<file path="src/rtl/proc_pkg.sv">
// Shared types and sizes for the lab6 processor control path.
// Instruction format is IIIXXXYYY: opcode, destination Rx, source Ry.
package proc_pkg;

    localparam int DATA_W = 9;
    localparam int NREG   = 8;

    typedef enum logic [2:0] {
        OP_MV  = 3'b000,
        OP_MVI = 3'b001,
        OP_ADD = 3'b010,
        OP_SUB = 3'b011,
        OP_MVF = 3'b100
    } opcode_t;

    typedef enum logic [1:0] {
        T0 = 2'd0,
        T1 = 2'd1,
        T2 = 2'd2,
        T3 = 2'd3
    } state_t;

endpackage

</file>
<file path="src/rtl/proc_ctrl_dec3to8.sv">
// 3-bit to 8-bit one-hot decoder with enable; used for the Rx and Ry register fields.
module dec3to8 (
    input  logic [2:0] w,
    input  logic       en,
    output logic [7:0] y
);

    always_comb begin
        y = 8'd0;
        if (en) y = 8'd1 << w;
    end

endmodule

</file>
<file path="src/rtl/proc_ctrl.sv">
// Step sequencer for the lab6 datapath: captures IR in T0, then drives one-hot bus
// selects and register load enables for T1..T3, pulsing Done on the final step.
module proc_ctrl #(
    parameter int DATA_W = proc_pkg::DATA_W,
    parameter int NREG   = proc_pkg::NREG
) (
    input  logic              Clock,
    input  logic              Reset,
    input  logic              Run,
    input  logic [DATA_W-1:0] DIN,
    output logic              IRin,
    output logic [DATA_W-1:0] IR,
    output logic [NREG-1:0]   Rout,
    output logic              DINout,
    output logic              Gout,
    output logic              GFout,
    output logic [NREG-1:0]   Rin,
    output logic              Ain,
    output logic              Gin,
    output logic              AddSub,
    output logic              Done
);
    import proc_pkg::*;

    state_t     state, state_nxt;
    logic [2:0] op;
    logic [7:0] dec_x, dec_y;
    logic       sel_rx, sel_ry, ld_rx;

    assign op = IR[8:6];

    dec3to8 u_dec_x (.w(IR[5:3]), .en(!Reset), .y(dec_x));
    dec3to8 u_dec_y (.w(IR[2:0]), .en(!Reset), .y(dec_y));

    always_ff @(posedge Clock) begin
        if (Reset) begin
            state <= T0;
            IR    <= '0;
        end else begin
            state <= state_nxt;
            if (state == T0 && Run) IR <= DIN;
        end
    end

    always_comb begin
        state_nxt = T0;
        IRin      = 1'b0;
        DINout    = 1'b0;
        Gout      = 1'b0;
        GFout     = 1'b0;
        Ain       = 1'b0;
        Gin       = 1'b0;
        AddSub    = 1'b0;
        Done      = 1'b0;
        sel_rx    = 1'b0;
        sel_ry    = 1'b0;
        ld_rx     = 1'b0;

        case (state)
            T0: begin
                if (Run) begin
                    IRin      = 1'b1;
                    state_nxt = T1;
                end
            end
            T1: begin
                case (op)
                    OP_MV:  begin sel_ry = 1'b1; ld_rx = 1'b1; Done = 1'b1; end
                    OP_MVI: begin DINout = 1'b1; ld_rx = 1'b1; Done = 1'b1; end
                    OP_MVF: begin GFout  = 1'b1; ld_rx = 1'b1; Done = 1'b1; end
                    OP_ADD, OP_SUB: begin
                        sel_rx    = 1'b1;
                        Ain       = 1'b1;
                        state_nxt = T2;
                    end
                    default: Done = 1'b1;  // reserved opcodes retire as a NOP
                endcase
            end
            T2: begin
                sel_ry    = 1'b1;
                Gin       = 1'b1;
                AddSub    = (op == OP_SUB);
                state_nxt = T3;
            end
            T3: begin
                Gout  = 1'b1;
                ld_rx = 1'b1;
                Done  = 1'b1;
            end
            default: state_nxt = T0;
        endcase

        Rout = (sel_rx ? dec_x : 8'd0) | (sel_ry ? dec_y : 8'd0);
        Rin  = ld_rx ? dec_x : 8'd0;

        // Reset forces a quiet datapath in the same cycle, not only after the edge
        if (Reset) begin
            state_nxt = T0;
            IRin      = 1'b0;
            DINout    = 1'b0;
            Gout      = 1'b0;
            GFout     = 1'b0;
            Ain       = 1'b0;
            Gin       = 1'b0;
            AddSub    = 1'b0;
            Done      = 1'b0;
            Rout      = '0;
            Rin       = '0;
        end
    end

endmodule
</file>
<file path="config.mk">
export PLATFORM = sky130hd
export DESIGN_NAME = proc_ctrl
export DESIGN_NICKNAME = d
export VERILOG_FILES = /design/src/rtl/proc_pkg.sv /design/src/rtl/proc_ctrl_dec3to8.sv /design/src/rtl/proc_ctrl.sv
export SDC_FILE = /design/constraint.sdc
export NUM_CORES = 1
export LEC_CHECK = 0
export ABC_AREA = 1
export BUFFER_PORTS_ARGS = -buffer_cell sky130_fd_sc_hd__buf_2
export CAP_MARGIN = 20
export CORE_ASPECT_RATIO = 1.1
export CORE_MARGIN = 4
export CORE_UTILIZATION = 47
export DETAILED_ROUTE_END_ITERATION = 8
export HOLD_SLACK_MARGIN = 0.08
export PLACE_DENSITY = 0.83
export SLEW_MARGIN = 25
export SYNTH_ARGS = -nofsm -noshare
export SYNTH_HDL_FRONTEND = slang
export SYNTH_SLANG_ARGS = --single-unit
</file>
<file path="constraint.sdc">
create_clock -name Clock -period 2.13 [get_ports Clock]
set_input_delay 0.426 -clock Clock [delete_from_list [all_inputs] [get_ports Clock]]
set_output_delay 0.426 -clock Clock [all_outputs]
set_load 0.02 [all_outputs]
</file>
* Word-level counts from Yosys, hierarchy flattened
Cells that the tools add are included.
Word-level totals: bits of input ports 12, word-level logic and storage cells 52, bits in registers 11
Operators by class: equal/unequal tests 7, bitwise gates (word level) 1, shift-type cells 2, mux-type cells 35, reductions and logical operators 5
Operators with widths (count):
- $mux 8 | 7
- $mux 1 | 23
- $shl 1x3->8 const A | 2
- $or 8x8->8 | 1
- $eq 3x2->1 const B | 2
- $pmux 1 s2 | 3
- $pmux 2 s3 | 1
- $eq 2x2->1 const B | 2
- $eq 3x1->1 const B | 1
- $eq 3x3->1 const B | 1
- $logic_not 3->1 | 1
- $reduce_or 3->1 | 1
- $eq 2x1->1 const B | 1
- $logic_not 2->1 | 1
- $mux 2 | 1
- $reduce_or 2->1 | 1
- $logic_and 1x1->1 | 1

* Logic depth before layout (Yosys ltp)
depth after elaboration 7, mapped depth 8

* Cells and area by module
From an unflattened synthesis, not the netlist that was laid out.
Second synthesis, totals: cell total of the unflattened synthesis 169, area, all modules 947.2 sq um
By module, submodules not included:
- proc_ctrl | area an instance 819.5 sq um, instances 1, cells each 135
- dec3to8 | area an instance 63.8 sq um, instances 2, cells each 17

* Worst setup path after synthesis
Ideal clock, no wire load.
path type reg-to-output, start reg state[1], end out GFout, data arrival time 1326 ps, path slack 378 ps, required time 1704 ps, stages on the path, launching flop included 5, path through dfxtp_1 inv_1 ha_1 nand2_1 nor4_1
Between the ends: longest elaborated chain between the ends 3
RTL lines:
- from (decl) | RTL line proc_ctrl.sv:25 | state_t state, state_nxt;
- from (signal assigned) | RTL line proc_ctrl.sv:40 | state <= state_nxt;
- $eq 2x1->1 | RTL line proc_ctrl.sv:59 | case (state)
- $mux 1 | RTL line proc_ctrl.sv:59
- $mux 1 | RTL line proc_ctrl.sv:97 | if (Reset) begin
- to (decl) | RTL line proc_ctrl.sv:16 | output logic GFout,
Every way passes these cells.

* Worst setup path after layout
start reg state[1], end out Rout[1]
Between the ends: longest elaborated chain between the ends 5, elaborated cells on any way between the ends 8, those cells by class eq/ne (2); mux (5); bitwise (1)
RTL lines:
- $eq 2x2->1 / $eq 2x1->1 (equally long branches) | RTL line proc_ctrl.sv:59
- $pmux 1 s2 / $mux 1 (equally long branches) | RTL line proc_ctrl.sv:59
- $mux 8 | RTL line proc_ctrl.sv:93 | Rout = (sel_rx ? dec_x : 8'd0) | (sel_ry ? dec_y : 8'd0);
- $or 8x8->8 (*) | RTL line proc_ctrl.sv:93
- $mux 8 (*) | RTL line proc_ctrl.sv:97
- to (decl) | RTL line proc_ctrl.sv:13 | output logic [NREG-1:0] Rout,
Every way passes the cells marked *; elsewhere a longest branch is shown, timed or not.

==> impl_summary.log <==
INFO  metric grt_pass1_wl = 4.12 mm
INFO  metric global_route.overflow_total = 0
INFO  metric crit_path_start = state[1]$_SDFF_PP0_
INFO  metric place.port_buffers = 44
INFO  metric max_fclk = about 0.50 GHz
INFO  metric clock-sinks = 11
INFO  metric worstMarginPinSlew = 304 ps
INFO  metric synthesis.instances = 139
INFO  metric drv_cap = 0
INFO  metric clkLatencyLatePin = roughly 270 ps
INFO  metric yosysWarningCount = 0
INFO  metric cellPowerDensity = 514 nW/um^2
INFO  metric cts.path.max_buffers = 2
INFO  metric postSynthRegisterBits = 11
INFO  metric root_buffer = sky130_fd_sc_hd__clkbuf_4
INFO  metric yosys.area.top_type = sky130_fd_sc_hd__dfxtp_1
INFO  metric cts.clk_slew.worst_paths = 70 ps
INFO  metric antenna_cells = 0
INFO  metric rsz_0062_raised_after_global_routing = no
INFO  metric dieArea = approximately 2500 um^2
INFO  metric synth.yosys.seq_area_share = 26.1%
INFO  metric route.vias.total = about 1000
INFO  metric layout.nets = around 200
INFO  metric setup.worst_path.start_class = register
INFO  metric timing.final.max_slew_violations = 0
INFO  metric grt_max_degree = 15
INFO  metric maxSlewHeadroom = about four fifths
INFO  metric place.detailed.hpwl = ~2 mm
INFO  metric ioPinCount = 45
INFO  metric tritoncts.num_buffers = 3
INFO  metric initial_utilization = approximately half
INFO  metric mostFrequentLayoutCell = sky130_fd_sc_hd__buf_2
INFO  metric n_fill_cell = between 150 and 200
INFO  metric clock-skew-final = 4.34 ps
INFO  metric layout.cells.most_common_list = sky130_fd_sc_hd__buf_2, sky130_fd_sc_hd__nand2_1, sky130_fd_sc_hd__nor2_1
INFO  metric antenna_found_initial = 0
INFO  metric worstReg2RegEnd = IR[4]$_SDFFE_PP0P_
INFO  metric drt_drc_violations_left = 0
INFO  metric crit_required = 1700 ps
INFO  metric seq_area = around 220 um^2
INFO  metric final.period_utilization = a little over nine tenths
INFO  metric die_y = approximately 52 um
INFO  metric setup_tns_final = 0 ps
INFO  metric netlist.area_leader.share = about a quarter
INFO  metric chipWidth = 48.4 um
INFO  metric globalplace.congestion = roughly 0.83
INFO  metric viasPerCell = ~5.2
INFO  metric worst_hold_startpoint = DIN[5]
INFO  metric dr.pass1.iters = 4
INFO  metric avgRoutedWirePerCell = roughly 12 um
INFO  metric worstHoldPathType = in2reg
INFO  metric core_footprint = 1630 um^2
INFO  metric reg2regPathDepth = 6
INFO  metric finalWirelength = roughly 2.4 mm
INFO  metric totalPowerFinal = about 0.57 mW
INFO  metric critical_path_class = reg2out
INFO  metric syn-mean-instance-area = between 6 and 7 um^2
INFO  metric setup-violations-final = 0
INFO  metric worstPathMaxFanout = 8
INFO  metric ir_drop = ~320 uV
INFO  metric timing_hold_violations_final = 0
INFO  metric ys_top_cells_by_area = sky130_fd_sc_hd__dfxtp_1, sky130_fd_sc_hd__nand2_1, sky130_fd_sc_hd__nor2_1, sky130_fd_sc_hd__a21oi_1, sky130_fd_sc_hd__nand3_1
INFO  metric clock_tree.htree_level_count = 1
INFO  metric drive_gt1_share = 31.4%
INFO  metric grtUsageTotal = 19.8%
INFO  metric unique_masters_post_synth = 21
INFO  metric synth.cell_area = roughly 840 um^2
INFO  metric holdPathEnd = IR[5]$_SDFFE_PP0P_
INFO  metric number_of_cells_on_the_worst_hold_path = 3
INFO  metric number_of_global_route_vias_before_repair = slightly below 1000
INFO  metric synth_fp_nets = approximately 160
INFO  metric endpoint_kind = output pin
INFO  metric multi_input_area = ~550 um^2
INFO  metric floorplan.rows = 15
INFO  metric synthToLayoutAreaGrowth = 31.9%
INFO  metric drt_iter0_drc = 21
INFO  metric leakagePower = 0.648 nW
INFO  metric rr_startpoint = state[0]$_SDFF_PP0_
INFO  metric postRouteAntennaNets = 0
INFO  metric cts_tree = done
INFO  metric critical_path_arrival = between 1500 and 2000 ps
INFO  metric period_needed = between 2000 and 2500 ps
INFO  metric rrSetupSlack = just under 900 ps
INFO  metric run_status = finished, final reports clean
[state kept, by name, indices dropped and copies added, names as in the netlist]
register,count
IR,9
state,2
[routing by layer]
layer / track usage, % / part of all wire (%) / up-vias / wire, um
met5: 0 / 0 / - / 0
met4: 5.53 / 1.7 / 0 / 42
met3: 3.70 / 7.6 / 7 / 185
met2: 37.2 / 50 / 46 / 1220
met1: 22.5 / 41 / 451 / 995
li1: - / - / 543 / -
[kinds of logic after synthesis]
kind of cell    count (synthesis)  share of synthesized area, %
fa+ha+maj                       4                          5.93
compound gates                 26                          16.2
buf+inv                        20                          9.94
flops                          11                          26.1
simple gates                   78                          41.8
[final cells by class]
cell class | count | share of cell area (%)
clock buffer | 4 | 2.36
inverter | 17 | 5.74
tap | 17 | 1.91
multi-input combinational | 108 | 49.2
sequential | 11 | 19.9
timing repair buffer | 45 | 20.9
[worst max-delay path: stages, from the launching register on]
cell,delay [ps]
sky130_fd_sc_hd__dfxtp_2,360
sky130_fd_sc_hd__inv_1,90
sky130_fd_sc_hd__ha_2,210
sky130_fd_sc_hd__inv_2,70
sky130_fd_sc_hd__nor2_1,80
sky130_fd_sc_hd__nand2_1,90
sky130_fd_sc_hd__nand2_4,110
sky130_fd_sc_hd__nand3_1,80
sky130_fd_sc_hd__nand2_1,90
sky130_fd_sc_hd__buf_4,140
[worst max-delay path by stage]
| stage | to | slack [ps] |
|---|---|---|
| after floorplan | GFout | 380 |
| after global placement | Rin[5] | 290 |
| after detailed placement | Rin[4] | 280 |
| after CTS | Rout[1] | 10 |
| after global routing | Rout[7] | 10 |
| final | Rout[1] | 110 |
[per-stage QoR]
| stage | utilization, % | area [um^2] | instances | hold WS (ps) | setup WS (ps) |
|---|---|---|---|---|---|
| 6_report | 68.1 | 1110 | 202 | 389 | 112 |
| 5_1_grt | 68.1 | 1110 | 202 | 416 | 14.5 |
| 4_1_cts | 67.3 | 1100 | 202 | 390 | 11.9 |
| 3_5_place_dp | 65.7 | 1070 | 198 | 517 | 277 |
| 3_3_place_gp | 65.7 | 1070 | 198 | 505 | 293 |
| 2_1_floorplan | - | 843 | 139 | 488 | 378 |
[what timing repair did]
action	in CTS	in global routing
hold buffers	0	0
buffers inserted	0	0
setup endpoints to repair	0	8
gates resized for setup	0	5
[Yosys cell counts]
master and n:
sky130_fd_sc_hd__nor4_1 1, sky130_fd_sc_hd__nor2_8 1, sky130_fd_sc_hd__o21ai_2 1, sky130_fd_sc_hd__buf_6 1
sky130_fd_sc_hd__a21oi_1 16, sky130_fd_sc_hd__inv_2 2, sky130_fd_sc_hd__nand2_2 1, sky130_fd_sc_hd__o21ai_0 8
sky130_fd_sc_hd__nand2_4 2, sky130_fd_sc_hd__nor2_2 1, sky130_fd_sc_hd__buf_1 1, sky130_fd_sc_hd__nand2_1 32
sky130_fd_sc_hd__nor2_1 23, sky130_fd_sc_hd__buf_2 1, sky130_fd_sc_hd__a21boi_1 1, sky130_fd_sc_hd__nor3_1 1
sky130_fd_sc_hd__clkinv_1 1, sky130_fd_sc_hd__inv_1 14, sky130_fd_sc_hd__ha_1 4, sky130_fd_sc_hd__nand3_1 16
sky130_fd_sc_hd__dfxtp_1 11
[power by group]
| group | switching [mW] | leakage [nW] | internal, mW |
|---|---|---|---|
| combinational | 0.124 | 0.541 | 0.0564 |
| clock | 0.0727 | 0.0150 | 0.0726 |
| sequential | 0.0216 | 0.0916 | 0.224 |
| total | 0.218 | 0.648 | 0.353 |
(Power assumes the default switching activity.)
